$ cat src/rtl/zkbdmus_fifo_if.sv
// zkbdmus_fifo_if
// Bus bundle between the SPI-side/Z80-side host logic and the keyboard/mouse
// hub. The host (master) drives strobes, data and the Z80 address high byte;
// the hub (slave) returns the matrix read, mouse/joystick bytes and the
// scan-code FIFO head and status.
//   kbd_in/kbd_stb                      key matrix load
//   mus_in/mus_xstb/mus_ystb/mus_btnstb mouse updates (shared data byte)
//   kj_stb                              joystick byte load (uses mus_in)
//   key_in/key_stb/key_rd/ovf_clr       scan-code FIFO push/pop/flag clear
//   zah                                 Z80 address high byte
//   kbd_data/mus_data/kj_data           port read data
//   key_data/key_empty/key_ovf          FIFO head and status
interface zkbdmus_fifo_if #(
  parameter int KBD_ROWS = 8,
  parameter int KBD_COLS = 5
);
  logic [KBD_ROWS*KBD_COLS-1:0] kbd_in;
  logic                         kbd_stb;
  logic [7:0]                   mus_in;
  logic                         mus_xstb;
  logic                         mus_ystb;
  logic                         mus_btnstb;
  logic                         kj_stb;
  logic [7:0]                   key_in;
  logic                         key_stb;
  logic                         key_rd;
  logic                         ovf_clr;
  logic [7:0]                   zah;
  logic [KBD_COLS-1:0]          kbd_data;
  logic [7:0]                   mus_data;
  logic [7:0]                   kj_data;
  logic [7:0]                   key_data;
  logic                         key_empty;
  logic                         key_ovf;

  modport master (
    output kbd_in, kbd_stb, mus_in, mus_xstb, mus_ystb, mus_btnstb, kj_stb,
           key_in, key_stb, key_rd, ovf_clr, zah,
    input  kbd_data, mus_data, kj_data, key_data, key_empty, key_ovf
  );

  modport slave (
    input  kbd_in, kbd_stb, mus_in, mus_xstb, mus_ystb, mus_btnstb, kj_stb,
           key_in, key_stb, key_rd, ovf_clr, zah,
    output kbd_data, mus_data, kj_data, key_data, key_empty, key_ovf
  );
endinterface

$ cat src/rtl/zkbdmus_fifo.sv
// zkbdmus_fifo
// Keyboard/mouse/joystick data hub. Latches the key matrix, Kempston mouse
// and joystick bytes from SPI-side strobes, answers the ZX matrix read and
// the mouse port reads, and keeps a small circular FIFO of scan codes.
// Ports:
//   fclk   system clock, all state updates on the rising edge
//   rst_n  asynchronous active-low reset
//   bus    zkbdmus_fifo_if.slave, see the interface file for the signal list
module zkbdmus_fifo #(
  parameter int KBD_ROWS  = 8,
  parameter int KBD_COLS  = 5,
  parameter int MUS_DELTA = 1,
  parameter int FIFO_LOG2 = 3
) (
  input  logic                 fclk,
  input  logic                 rst_n,
  zkbdmus_fifo_if.slave        bus
);

  localparam int                 DEPTH    = 1 << FIFO_LOG2;
  localparam int                 KBD_BITS = KBD_ROWS * KBD_COLS;
  localparam logic [FIFO_LOG2:0]   FULL_CNT = (FIFO_LOG2+1)'(DEPTH);
  localparam logic [FIFO_LOG2:0]   CNT_ONE  = (FIFO_LOG2+1)'(1);
  localparam logic [FIFO_LOG2-1:0] PTR_ONE  = FIFO_LOG2'(1);

  // ---------------------------------------------------------------------------
  // Key matrix, mouse and joystick registers
  // ---------------------------------------------------------------------------
  logic [KBD_BITS-1:0] kbd_q, kbd_d;
  logic [7:0]          musx_q, musx_d;
  logic [7:0]          musy_q, musy_d;
  logic [7:0]          musbtn_q, musbtn_d;
  logic [7:0]          kj_q, kj_d;

  always_comb begin
    kbd_d    = kbd_q;
    musx_d   = musx_q;
    musy_d   = musy_q;
    musbtn_d = musbtn_q;
    kj_d     = kj_q;

    if (bus.kbd_stb) kbd_d = bus.kbd_in;

    // x and y strobes are independent; both may fire with the same byte
    if (bus.mus_xstb) begin
      if (MUS_DELTA != 0) musx_d = musx_q + bus.mus_in;
      else                musx_d = bus.mus_in;
    end
    if (bus.mus_ystb) begin
      if (MUS_DELTA != 0) musy_d = musy_q + bus.mus_in;
      else                musy_d = bus.mus_in;
    end

    if (bus.mus_btnstb) musbtn_d = bus.mus_in;
    if (bus.kj_stb)     kj_d     = bus.mus_in;
  end

  always_ff @(posedge fclk or negedge rst_n) begin
    if (!rst_n) begin
      kbd_q    <= '0;
      musx_q   <= 8'h00;
      musy_q   <= 8'h00;
      musbtn_q <= 8'hFF;
      kj_q     <= 8'h00;
    end else begin
      kbd_q    <= kbd_d;
      musx_q   <= musx_d;
      musy_q   <= musy_d;
      musbtn_q <= musbtn_d;
      kj_q     <= kj_d;
    end
  end

  // ---------------------------------------------------------------------------
  // Port reads
  // ---------------------------------------------------------------------------
  // Matrix bit r+KBD_ROWS*c is row r column c; every selected row (zah[r]=0)
  // pulls its pressed columns low. zah bits above KBD_ROWS-1 never select.
  logic [KBD_COLS-1:0] kbd_rd_c;

  always_comb begin
    kbd_rd_c = '1;
    for (int r = 0; r < KBD_ROWS; r++) begin
      if (!bus.zah[r]) begin
        for (int c = 0; c < KBD_COLS; c++) begin
          if (kbd_q[r + KBD_ROWS*c]) kbd_rd_c[c] = 1'b0;
        end
      end
    end
  end

  logic [7:0] mus_rd_c;

  always_comb begin
    mus_rd_c = musy_q;
    if (!bus.zah[0])      mus_rd_c = musbtn_q;
    else if (!bus.zah[2]) mus_rd_c = musx_q;
  end

  assign bus.kbd_data = kbd_rd_c;
  assign bus.mus_data = mus_rd_c;
  assign bus.kj_data  = kj_q;

  // ---------------------------------------------------------------------------
  // Scan-code FIFO
  // ---------------------------------------------------------------------------
  logic [7:0]           mem_q [DEPTH];
  logic [7:0]           mem_d [DEPTH];
  logic [FIFO_LOG2-1:0] wr_q, wr_d;
  logic [FIFO_LOG2-1:0] rd_q, rd_d;
  logic [FIFO_LOG2:0]   cnt_q, cnt_d;
  logic                 ovf_q, ovf_d;
  logic                 fifo_full;
  logic                 fifo_empty;
  logic                 do_push;
  logic                 do_pop;

  assign fifo_full  = (cnt_q == FULL_CNT);
  assign fifo_empty = (cnt_q == '0);

  // A full FIFO still accepts a push when a pop frees the head in the same
  // cycle; a pop on an empty FIFO is simply ignored.
  assign do_push = bus.key_stb && (!fifo_full || bus.key_rd);
  assign do_pop  = bus.key_rd && !fifo_empty;

  always_comb begin
    mem_d = mem_q;
    wr_d  = wr_q;
    rd_d  = rd_q;
    cnt_d = cnt_q;
    ovf_d = ovf_q;

    if (do_push) begin
      mem_d[wr_q] = bus.key_in;
      wr_d        = wr_q + PTR_ONE;
    end
    if (do_pop) rd_d = rd_q + PTR_ONE;

    if (do_push && !do_pop)      cnt_d = cnt_q + CNT_ONE;
    else if (do_pop && !do_push) cnt_d = cnt_q - CNT_ONE;

    // set wins over clear when both happen together
    if (bus.ovf_clr) ovf_d = 1'b0;
    if (bus.key_stb && !do_push) ovf_d = 1'b1;
  end

  always_ff @(posedge fclk or negedge rst_n) begin
    if (!rst_n) begin
      for (int i = 0; i < DEPTH; i++) mem_q[i] <= 8'h00;
      wr_q  <= '0;
      rd_q  <= '0;
      cnt_q <= '0;
      ovf_q <= 1'b0;
    end else begin
      mem_q <= mem_d;
      wr_q  <= wr_d;
      rd_q  <= rd_d;
      cnt_q <= cnt_d;
      ovf_q <= ovf_d;
    end
  end

  assign bus.key_data  = fifo_empty ? 8'h00 : mem_q[rd_q];
  assign bus.key_empty = fifo_empty;
  assign bus.key_ovf   = ovf_q;

endmodule
$ cat src/flat_wrapper.sv
// flat-port wrapper written by rule: the top's interface ports become plain ports
module zkbdmus_fifo_flat 
#(
  parameter int KBD_ROWS  = 8,
  parameter int KBD_COLS  = 5,
  parameter int MUS_DELTA = 1,
  parameter int FIFO_LOG2 = 3
)
  (fclk, rst_n, bus_kbd_in, bus_kbd_stb, bus_mus_in, bus_mus_xstb, bus_mus_ystb, bus_mus_btnstb, bus_kj_stb, bus_key_in, bus_key_stb, bus_key_rd, bus_ovf_clr, bus_zah, bus_kbd_data, bus_mus_data, bus_kj_data, bus_key_data, bus_key_empty, bus_key_ovf);
  zkbdmus_fifo_if #(.KBD_ROWS(KBD_ROWS), .KBD_COLS(KBD_COLS)) bus_i ();
  input  logic fclk;
  input  logic rst_n;
  input wire logic [$bits(bus_i.kbd_in)-1:0] bus_kbd_in;
  input wire logic [$bits(bus_i.kbd_stb)-1:0] bus_kbd_stb;
  input wire logic [$bits(bus_i.mus_in)-1:0] bus_mus_in;
  input wire logic [$bits(bus_i.mus_xstb)-1:0] bus_mus_xstb;
  input wire logic [$bits(bus_i.mus_ystb)-1:0] bus_mus_ystb;
  input wire logic [$bits(bus_i.mus_btnstb)-1:0] bus_mus_btnstb;
  input wire logic [$bits(bus_i.kj_stb)-1:0] bus_kj_stb;
  input wire logic [$bits(bus_i.key_in)-1:0] bus_key_in;
  input wire logic [$bits(bus_i.key_stb)-1:0] bus_key_stb;
  input wire logic [$bits(bus_i.key_rd)-1:0] bus_key_rd;
  input wire logic [$bits(bus_i.ovf_clr)-1:0] bus_ovf_clr;
  input wire logic [$bits(bus_i.zah)-1:0] bus_zah;
  output wire logic [$bits(bus_i.kbd_data)-1:0] bus_kbd_data;
  output wire logic [$bits(bus_i.mus_data)-1:0] bus_mus_data;
  output wire logic [$bits(bus_i.kj_data)-1:0] bus_kj_data;
  output wire logic [$bits(bus_i.key_data)-1:0] bus_key_data;
  output wire logic [$bits(bus_i.key_empty)-1:0] bus_key_empty;
  output wire logic [$bits(bus_i.key_ovf)-1:0] bus_key_ovf;
  assign bus_i.kbd_in = bus_kbd_in;
  assign bus_i.kbd_stb = bus_kbd_stb;
  assign bus_i.mus_in = bus_mus_in;
  assign bus_i.mus_xstb = bus_mus_xstb;
  assign bus_i.mus_ystb = bus_mus_ystb;
  assign bus_i.mus_btnstb = bus_mus_btnstb;
  assign bus_i.kj_stb = bus_kj_stb;
  assign bus_i.key_in = bus_key_in;
  assign bus_i.key_stb = bus_key_stb;
  assign bus_i.key_rd = bus_key_rd;
  assign bus_i.ovf_clr = bus_ovf_clr;
  assign bus_i.zah = bus_zah;
  assign bus_kbd_data = bus_i.kbd_data;
  assign bus_mus_data = bus_i.mus_data;
  assign bus_kj_data = bus_i.kj_data;
  assign bus_key_data = bus_i.key_data;
  assign bus_key_empty = bus_i.key_empty;
  assign bus_key_ovf = bus_i.key_ovf;
  zkbdmus_fifo #(.KBD_ROWS(KBD_ROWS), .KBD_COLS(KBD_COLS), .MUS_DELTA(MUS_DELTA), .FIFO_LOG2(FIFO_LOG2)) u_core (.fclk(fclk), .rst_n(rst_n), .bus(bus_i));
endmodule
$ cat config.mk
export PLATFORM = sky130hd
export DESIGN_NAME = zkbdmus_fifo_flat
export DESIGN_NICKNAME = d
export VERILOG_FILES = /design/src/rtl/zkbdmus_fifo_if.sv /design/src/rtl/zkbdmus_fifo.sv /design/src/flat_wrapper.sv
export SDC_FILE = /design/constraint.sdc
export NUM_CORES = 1
export LEC_CHECK = 0
export CAP_MARGIN = 0
export CORE_MARGIN = 5
export CORE_UTILIZATION = 55
export DETAILED_ROUTE_END_ITERATION = 16
export PLACE_DENSITY_LB_ADDON = 0.1
export SYNTH_ARGS = -nofsm -noshare
export SYNTH_HDL_FRONTEND = slang
export SYNTH_SLANG_ARGS = --single-unit
export TNS_END_PERCENT = 100
$ cat constraint.sdc
create_clock -name fclk -period 3.2 [get_ports fclk]
set_input_delay 0.96 -clock fclk [delete_from_list [all_inputs] [get_ports fclk]]
set_output_delay 0.96 -clock fclk [all_outputs]
set_load 0.005 [all_outputs]
* Word-level counts from Yosys, hierarchy flattened *
Cells that the tools add are included.

word-level totals
  flip-flop bits (word level) = 147
  bits of input ports = 74
  word-level logic and storage cells = 104

cells by class
  add/subtract/negate cells = 6
  order comparisons = 3
  equal/unequal tests = 1
  mux-type cells = 61
  bitwise operators = 2
  reduce and logical (&&, ||, !) cells = 14

operator list
  kind                                                        number
  bitwise mux 64 bit                                          1
  2-to-1 mux 8 bit                                            6
  2-to-1 mux 1 bit                                            42
  2-to-1 mux 5 bit                                            8
  binary-select mux 8 bit (select 3 bit)                      1
  demux 8 bit (select 3 bit)                                  1
  adder 8 bit                                                 2
  >= comparator 4 bit, second input constant                  2
  2-to-1 mux 4 bit                                            2
  NOT 3 -> 4 bit                                              2
  adder 3 x 1 -> 3 bit, second input constant                 2
  logical AND 1 bit                                           6
  adder 4 x 1 -> 4 bit, second input constant                 1
  == test 4 bit, second input constant                        1
  logical NOT 1 bit                                           4
  logical NOT 4 bit                                           1
  less-than comparator 4 x 1 -> 1 bit, second input constant  1
  nonzero test 2 bit                                          2
  subtractor 4 x 1 -> 4 bit, second input constant            1
  logical OR 1 bit                                            1

* Depth between registers and ports, before layout *
  depth in word-level cells = 16
  depth in mapped cells = 12

* Worst setup path after synthesis *
OpenSTA, ideal clock, no wires.

  path type = input -> output
  start = in bus_zah[2]
  end = out bus_kbd_data[0]
  arrival time = 1.830 ns
  data required time = 2.240 ns
  slack = 0.410 ns
  cell stages on the path = 3
  buffers on the path = 1
  cell sequence = buf_1 > o22ai_1 > nor4_1

on the way
  word-level cells in the longest chain between the ends = 11

RTL lines
  element             line                RTL
  from (decl)         flat_wrapper.sv:24  input wire logic [$bits(bus_i.zah)-1:0] bus_zah;
  2-to-1 mux 5 bit *  zkbdmus_fifo.sv:84  if (!bus.zah[r]) begin
  2-to-1 mux 1 bit    zkbdmus_fifo.sv:86  if (kbd_q[r + KBD_ROWS*c]) kbd_rd_c[c] = 1'b0;
  2-to-1 mux 5 bit *  zkbdmus_fifo.sv:84
  2-to-1 mux 1 bit    zkbdmus_fifo.sv:86
  2-to-1 mux 5 bit *  zkbdmus_fifo.sv:84
  2-to-1 mux 1 bit    zkbdmus_fifo.sv:86
  2-to-1 mux 5 bit *  zkbdmus_fifo.sv:84
  2-to-1 mux 1 bit    zkbdmus_fifo.sv:86
  2-to-1 mux 5 bit *  zkbdmus_fifo.sv:84
  2-to-1 mux 1 bit    zkbdmus_fifo.sv:86
  2-to-1 mux 5 bit *  zkbdmus_fifo.sv:84
  to (decl)           flat_wrapper.sv:25  output wire logic [$bits(bus_i.kbd_data)-1:0] bus_kbd_data;

Mark *: on every way between the ends. The rest lies on a longest branch, timed or not.

* Worst setup path after layout *
  start = reg u_core.cnt_q[1]
  end = out bus_key_empty

on the way
  word-level cells in the longest chain between the ends = 1

RTL lines
  element                 line                 RTL
  from (decl)             zkbdmus_fifo.sv:111  logic [FIFO_LOG2:0] cnt_q, cnt_d;
  from (signal assigned)  zkbdmus_fifo.sv:158  cnt_q <= cnt_d;
  logical NOT 4 bit       zkbdmus_fifo.sv:119  assign fifo_empty = (cnt_q == '0);
  to (decl)               flat_wrapper.sv:29   output wire logic [$bits(bus_i.key_empty)-1:0] bus_key_empty;

No other way between the ends.

==> run metrics <==
outcome complete, no violations; Max Fanout on Critical Path 9; DRC errors left 0; Placer Congestion about 0.95; Slew @ Worst Pin 0.644 ns; Post-synth EDFFs 0; clock latency on the worst-skew pair ~0.43 ns; nets@finish 839; first-pass GRT wire length 29100 um; fmax roughly 320 MHz; HP Class reg -> reg; Area Growth Syn to Fin 29.0%; 1st-pass router iterations 5; cts hold-fix bufs 0; Max Cap Viol 0; worst path cell trace or3_1 > nor2_1 > buf_4 > clkdlybuf4s50_1; ys async rst share 1.00; Clock Skew approximately 0.0052 ns; Port Buf Inserts ~100; initial antenna violation count 0; final setup fails 0; DP Area ~8700 sq um; DIE AREA between 15000 and 20000 sq um; worst rel slew slack 0.571; Post-DRT Antenna Nets 0; hpwl dp 12000 um; Max VDD drop roughly 0.42 mV; Tcrit/Tclk final 0.972; Ys Warns 0; CTS Buf Count 17; Gate power share 0.392; gr usage total 0.235; Core Region between 10000 and 15000 sq um; P_int 5830 uW; I/O pins between 100 and 150; H-tree depth 4; Worst setup SP type register; via count between 5000 and 6000; max incr delay on CP roughly 0.52 ns; family with the most delay on the worst path buffers and inverters; post-synthesis cell count between 600 and 700; syn_area_per_cell ~12 sq um; Pwr Density 888 nW/um^2; CP arrival approximately 2.2 ns; WL final between 15000 and 20000 um; dominant synthesized flop cell dfrtp_1; WP data required 2.24 ns; CTS tree done; critical setup path kind reg -> out; CTS root buf clkbuf_16; largest net degree at the start of global routing 70; per-cell routed wire length between 15 and 20 um; post-layout instance area about 9400 sq um; Net Count, Synth around 700; via density per instance between 5 and 6; Flop pwr share 0.360; vias in the first global route 5537; max-slew violation count 0; unrepaired setup endpoints after global routing yes; clock sinks about 150; Clock power frac 0.248; Period minus WS final 3.11 ns; Leak 0.00434 uW; Reg clk slew, reported paths roughly 0.06 ns; Ant. Diodes 0; gr ovfl total 0; total power 8360 uW; initial core utilization 0.556; Buf+Inv Stages, Crit Path 2; Die Height 125 um; #FFs+latches synth between 100 and 150; Die W 125 um; Initial DRC Count ~360; Sw Ratio 0.303; Critical Path End Type primary output; FILL cells 945; Crit-path slowest cell clkdlybuf4s50_1; row count 42; Fin. Hold Viols 0; CTS max path bufs 2; Yosys cell types 47; synthesized area 7300 sq um; NetSw between 2000 and 3000 uW; layout cell share with drive strength beyond 1 0.259; sequential area share after synthesis 0.505
## timing repair
item	in CTS	in global routing
cloned	1	1
setup buffers	1	7
pin swaps	3	3
gates resized for setup	30	17
setup endpoints to repair	14	16
## tightest hold or removal path, stage by stage (launching register included)
cell      delay, ns
dfrtp_1        0.34
nand2b_1       0.07
o41ai_1        0.06
## synth_stat cells (5+ instances only)
master | count | area (sq um)
a21oi_1 | 16 | 80.1
clkbuf_1 | 20 | 75.1
dfrtp_1 | 139 | 3480
dfstp_2 | 8 | 210
ha_1 | 19 | 238
inv_1 | 53 | 199
mux2_2 | 68 | 766
mux2_4 | 24 | 360
mux2i_1 | 17 | 170
mux4_2 | 16 | 360
nand2_1 | 45 | 169
nand2b_1 | 5 | 31.3
nor2_1 | 23 | 86.3
nor4_1 | 5 | 31.3
o21ai_0 | 49 | 245
o22ai_1 | 21 | 131
xnor2_1 | 11 | 96.3
## layout by cell type (no fill, tap or decap), drive strengths merged, types with 4 or more instances in the layout
| cell | count |
|---|---|
| dlymetal6s2s | 13 |
| clkbuf | 25 |
| nor4 | 5 |
| a21o | 4 |
| inv | 53 |
| mux4 | 16 |
| nand2 | 46 |
| mux2i | 17 |
| a21oi | 16 |
| dfstp | 8 |
| nand2b | 5 |
| dlygate4sd2 | 8 |
| bufinv | 4 |
| mux2 | 92 |
| nor2 | 23 |
| clkdlybuf4s50 | 77 |
| dfrtp | 139 |
| o22ai | 21 |
| xnor2 | 11 |
| ha | 19 |
| o21ai | 49 |
| clkinv | 4 |
| buf | 43 |
## state kept, by name, indices dropped and copies added (netlist names)
name                flops
u_core.mem_q           64
u_core.kbd_q           40
u_core.bus.kj_data      8
u_core.musbtn_q         8
u_core.musx_q           8
u_core.musy_q           8
u_core.cnt_q            4
u_core.rd_q             3
u_core.wr_q             3
u_core.bus.key_ovf      1
## layer usage
| metal | vias to the layer above | routed length, um | GRT usage |
|---|---|---|---|
| li1 | 2418 | - | - |
| met1 | 2642 | 7980 | 0.322 |
| met2 | 174 | 8540 | 0.367 |
| met3 | 33 | 825 | 0.0593 |
| met4 | 0 | 406 | 0.0867 |
| met5 | - | 0 | 0 |
## cell families (layout without fill, tap and decap cells)
logic type	count (synthesis)	after routing	share of synthesized area
compound gates	112	112	0.0903
xor+xnor	13	13	0.0156
fa+ha+maj	22	22	0.0408
buf+inv	83	229	0.0471
flops	147	147	0.505
mux	125	125	0.227
simple gates	108	108	0.0742
## power by group through the flow
stage	Combinational, uW	Clock (uW)	Sequential (uW)
floorplan	2260	0	2800
global placement	3060	0	2960
detailed placement	3170	0	3010
CTS	3250	2100	3000
global route	3560	2200	3090
finish	3280	2070	3010
## final cells by class
type | instances | area (sq um) | share of cell area
Sequential cell | 147 | 3690 | 0.392
Multi-Input combinational cell | 380 | 3290 | 0.349
Timing Repair Buffer | 144 | 1410 | 0.150
Clock buffer | 23 | 458 | 0.0486
Tap cell | 176 | 220 | 0.0234
Inverter | 53 | 199 | 0.0211
Clock inverter | 9 | 155 | 0.0165
## stage by stage
stage	hold WS [ns]	setup TNS, ns	cells	setup slack (ns)	utilization
6_report	0.500	0	932	0.0903	0.717
5_1_grt	0.513	-0.0199	932	-0.0199	0.717
4_1_cts	0.502	-0.131	924	-0.0512	0.709
3_5_place_dp	0.489	-4.94	890	-0.506	0.659
3_3_place_gp	0.464	-4.49	890	-0.397	0.659
2_1_floorplan	0.441	0	610	0.410	-
## worst paths after layout
path / endpoint / startpoint / slack, ns / cells after the start
max: bus_key_empty / u_core.cnt_q[1]$_DFFE_PN0P_ / 0.09 / 4
max reg2reg: u_core.cnt_q[3]$_DFFE_PN0P_ / u_core.cnt_q[1]$_DFFE_PN0P_ / 0.70 / 10
min in group asynchronous: u_core.kbd_q[22]$_DFFE_PN0P_ / rst_n / 0.53 / 1
max in group asynchronous: u_core.musbtn_q[1]$_DFFE_PN1P_ / rst_n / 1.92 / 2
min: u_core.bus.key_ovf$_DFFE_PN0P_ / u_core.bus.key_ovf$_DFFE_PN0P_ / 0.50 / 2
min reg2reg: u_core.bus.key_ovf$_DFFE_PN0P_ / u_core.bus.key_ovf$_DFFE_PN0P_ / 0.50 / 2
No activity file was read; power rests on OpenSTA's default activity.
==> patch 1 (same settings) <==
`MUS_DELTA` is set to 1 in 2 places; all go to 0.
--- a/src/rtl/zkbdmus_fifo.sv
+++ b/src/rtl/zkbdmus_fifo.sv
@@ -11,3 +11,3 @@
   parameter int KBD_COLS  = 5,
-  parameter int MUS_DELTA = 1,
+  parameter int MUS_DELTA = 0,
   parameter int FIFO_LOG2 = 3
--- a/src/flat_wrapper.sv
+++ b/src/flat_wrapper.sv
@@ -5,3 +5,3 @@
   parameter int KBD_COLS  = 5,
-  parameter int MUS_DELTA = 1,
+  parameter int MUS_DELTA = 0,
   parameter int FIFO_LOG2 = 3
Formal check against the unedited RTL: not equivalent (a bounded check fails within 4 cycles, from zero or initial values and one cycle with rst_n low).
==> patch 1 against the unedited design <==
Design area fell by 7.1%. Clock skew fell by 0.0019 ns. Worst setup slack got worse by 0.036 ns. Sequential cell count did not move. Power fell by 12%. Synthesized area fell by 8.7%. Synthesized cell count fell by 13%. Sequential share of layout area rose by 3.0 points. Wire length fell by 17%. Critical endpoint is now bus_mus_data[1]. Largest power group is now registers.
==> patch 1: results (changes against the unedited design) <==
Cells and area
  – Proportion of cell area occupied by multi-input gates: 0.3116 (-0.03751)
  – Count of antenna diodes in the layout: 0 (unchanged)
  – Clock tree cell share of total cell area: 0.07024 (+0.005153)
  – Count of nets after finishing: 738 (-12%)
  – Area added between synthesis and finish: 31.24%
  – Sequential share of cell area: 0.4219 (+0.03015)
  – Fraction of final layout cells sized beyond drive strength 1: 0.3115 (+0.05222)
  – Count of non-CTS inverters in the layout: 44 (-17%)
  – Number of clock buffers in the layout: 23 (unchanged)
  – Number of multi-input combinational cells: 308 (-19%)
  – Filler Cell Count: 881 (-6.8%)
  – Post-route insts no fill: 818 (-12%)
  – Non-clock buffer count: 140 (-2.8%)

Synth
  – Post-Synthesis Cell Area: 6664 um^2 (-8.7%)
  – Leading cell types by total area after synthesis: dfrtp_1 52%, mux2_2 16%, mux4_2 5.4%
  – Compound-Gate Fraction of Synth Area: 0.09350 (+0.003202)
  – Gate Count Post-Synth: 528 (-13%)
  – Post-synth cell types: 39 (-17%)
  – Commonest cells in the netlist: 139 x dfrtp_1, 97 x mux2_2, 44 x inv_1
  – Fraction of synthesized area in multiplexers: 0.2349 (+0.008018)
  – Adder-cell share of the synthesized area: 0.01239 (-0.02839)
  – Post-synthesis share of cell area spent on xor and xnor gates: 0.007886 (-0.007707)
  – Total nets after synthesis: 608 (-14%)

Pwr
  – Power Total: 7.359 mW (-12%)
  – Switching power share of the total: 0.2816 (-0.02115)
  – Static leakage: 3.900 nW (-10%)
  – Power of the sequential group: 2.77 mW (-8.0%)
  – Largest vdd supply drop: 435.3 uV (+3.3%)
  – Clk network pwr share: 0.276 (+0.028)

Routing
  – Vias per std cell: 5.527 (-2.2%)
  – Routed WL per cell: 18.12 um (-4.9%)
  – Starting DRT DRC Count: 249 (-30%)

Timing
  – Max Clock Skew: 0.003250 ns (-0.001935 ns)
  – Worst slew margin relative to its limit: 0.4745 (-0.09632)

Placement
  – Routability Congestion: 0.8289 (-13%)
  – Detailed-placement wirelength estimate: 9.870 mm (-18%)
  – Placement Setup Slack: -0.4118 ns (+0.09399 ns)
  – Cell count after placement: 776 (-13%)
  – Post-detailed-placement cell area: 7988 um^2 (-7.7%)

Global route
  – Maximum number of pins on one net before global-route repair: 73 (+4.3%)
  – Via count of the first global-routing pass: 4768 (-14%)
  – Total Routing Usage GR: 0.2167 (-0.01854)
  – First-pass GRT wire length: 24.19 mm (-17%)

CTS
  – Root buffer selected by CTS: clkbuf_16
  – Cts repair resizes: 28 (-6.7%)
  – Clock slew at reported path FFs: 0.06 ns (about the same)

Worst setup path
  – Worst-path cell with the longest stage delay: clkdlybuf4s50_1
  – R2r worst-path depth: 9 (-1)
  – Maximum fanout count along the critical path: 8 (-1)
  – CP Launch Point: bus_zah[2]
  – Reg2Reg Launch Point: u_core.cnt_q[0]
  – Data arrival, critical path: 2.19 ns (+0.04 ns)

Hold path
  – Path class of the lowest-slack min-delay path: in2async

Outcome
  – Outcome: finished, final reports clean
==> patch 1: changes by cell type in the layout (fill, tap and decap cells not counted), sizes merged, moves of 5 or more <==
cell and change:
mux2 +7, mux2i -8, a22o +8, nor2 -12
inv -9, xnor2 -6, ha -14, buf -5
==> patch 1: worst paths after layout <==
| path | end | slack [ns] |
|---|---|---|
| worst max-delay path | bus_mus_data[1] | 0.05 |
| min in group fclk | u_core.mem_q[42] | 0.50 |
| worst min register to register | u_core.mem_q[42] | 0.50 |
| worst max register to register | u_core.cnt_q[3] | 0.32 |
| worst min-delay path | u_core.bus.key_ovf | 0.43 |
| max in group asynchronous | u_core.mem_q[48] | 1.90 |
==> patch 1: layer usage <==
layer  GRT usage  vias up  wire [um]
met1      0.2878     2249       6442
met2      0.3484      119       7519
met3     0.05985       15        674
li1            -     2138          -
met5           0        -          0
met4     0.06729        0        185
==> patch 2 (same settings) <==
Without the edit above. One comparison of `cnt_q` changes from == to >=.
--- a/src/rtl/zkbdmus_fifo.sv
+++ b/src/rtl/zkbdmus_fifo.sv
@@ -117,3 +117,3 @@
 
-  assign fifo_full  = (cnt_q == FULL_CNT);
+  assign fifo_full  = (cnt_q >= FULL_CNT);
   assign fifo_empty = (cnt_q == '0);
Formal check against the unedited RTL: no difference found for any inputs over 4 cycles, from zero or initial values and one cycle with rst_n low; that may be too few to reach the edited logic, so the function may still have changed.
==> patch 2 against the unedited design <==
Synthesized area decreased by 2.1%. Power decreased by 4.1%. Via count decreased by 4.8%. Sequential cell count unchanged. Count of clock-buffer cells in the layout increased by 5. Wire length decreased by 9.4%. Design area decreased by 2.7%. Worst setup slack got worse by 0.073 ns. Largest cell class unchanged.
==> patch 2: results (changes against the unedited design) <==
Outcome
  – Outcome: finished, final reports clean

Worst setup path
  – Maximum fanout count along the critical path: 5 (-4)
  – R2r worst-path depth: 11 (+1)
  – Last element of the critical path: bus_kbd_data[3]
  – Critical Path Max Stage Delay: 0.55 ns (+0.03 ns)
  – R2R setup slack: 0.73 ns (+0.03 ns)
  – CP Launch Point: bus_zah[4]

Placement
  – Detailed-placement wirelength estimate: 11.31 mm (-5.4%)
  – Placement Setup Slack: -0.3672 ns (+0.1385 ns)
  – Routability Congestion: 0.8555 (-10%)

Pwr
  – Static leakage: 4.172 nW (-3.9%)
  – Largest vdd supply drop: 445.3 uV (+5.7%)

Synth
  – Post-synthesis share of cell area spent on xor and xnor gates: 0.01838 (+0.002786)
  – Total nets after synthesis: 689 (-2.4%)
  – Adder-cell share of the synthesized area: 0.04166 (+0.0008780)
  – Leading cell types by total area after synthesis: dfrtp_1 49%, mux2_2 14%, mux4_2 5.0%
  – Post-synth cell types: 46 (-2.1%)
  – Fraction of synthesized area in multiplexers: 0.2158 (-0.01104)
  – Proportion of synthesized chip area in sequential cells: 0.5160 (+0.01088)
  – Commonest cells in the netlist: 139 x dfrtp_1, 89 x mux2_2, 49 x inv_1, 49 x o21ai_0, 48 x nand2_1
  – Compound-Gate Fraction of Synth Area: 0.09050 (+0.0001938)

Routing
  – First-pass iteration count of the detailed router: 5 (unchanged)
  – Number of vias in the routed layout: 5013 (-4.8%)
  – Routed WL per cell: 17.89 um (-6.1%)

Timing
  – Final Critical Period: 3.183 ns (+0.07281 ns)
  – Max Clock Skew: 0.006634 ns (+0.001448 ns)
  – Worst Tran Pin Value: 0.6409 ns (-0.002774 ns)

Global route
  – Total Routing Usage GR: 0.2269 (-0.008404)
  – Via count of the first global-routing pass: 5294 (-4.4%)
  – Maximum number of pins on one net before global-route repair: 53 (-24%)
  – First-pass GRT wire length: 26.64 mm (-8.6%)

Hold path
  – Path class of the lowest-slack min-delay path: in2async

Cells and area
  – Filler Cell Count: 929 (-1.7%)
  – Fraction of final layout cells sized beyond drive strength 1: 0.2503 (-0.008915)
  – Count of nets after finishing: 810 (-3.5%)
-- patch 2: changes by cell type in the layout (fill, tap and decap cells not counted), moves of 4 or more --
cell,delta
nand2b_1,-5
mux2_2,+21
mux2_4,-24
buf_4,-15
clkbuf_8,+5
inv_1,-4
-- patch 2: per-layer routing --
layer,global-route usage,routed length [um],up-vias,share of wire
li1,-,-,2345,-
met1,0.2991,6926,2497,0.43
met2,0.3714,8085,138,0.50
met3,0.04768,708,33,0.044
met4,0.08624,358,0,0.022
met5,0,0,-,0
-- patch 2: repair_timing --
| action | CTS | global route |
|---|---|---|
| pin swaps | 2 | 0 |
| endpoints found under the setup margin | 14 | 15 |
| resized for setup | 19 | 15 |
| setup buffers | 1 | 3 |
| cloned | 0 | 1 |
-- patch 2: cell type report --
| cell class | count | share of cell area |
|---|---|---|
| clock buffers | 28 | 0.05745 |
| clock inverters | 4 | 0.01037 |
| inverters | 51 | 0.02088 |
| flip-flops and latches | 147 | 0.4024 |
| repair buffers | 128 | 0.1393 |
| multi-input cells | 369 | 0.3461 |
| well taps | 172 | 0.02347 |
-- patch 2: power by group through the flow --
stage / combinational [mW] / sequential (mW) / clock (mW)
6_report: 2.95 / 2.99 / 2.08
5_1_grt: 3.25 / 3.07 / 2.21
4_1_cts: 2.94 / 2.98 / 2.12
3_5_place_dp: 2.93 / 3.00 / 0
3_3_place_gp: 2.80 / 2.96 / 0
2_1_floorplan: 2.10 / 2.78 / 0
-- patch 2: stage by stage --
step	area (um^2)	hold slack (ns)	power (mW)	TNS (ns)	instances
floorplan	7148	0.4410	4.877	0	593
global placement	8463	0.4651	5.756	-4.114	862
detailed placement	8463	0.4723	5.929	-4.302	862
CTS	9094	0.4175	8.040	0	895
global route	9169	0.4349	8.531	-0.002849	899
finish	9169	0.4214	8.020	0	899
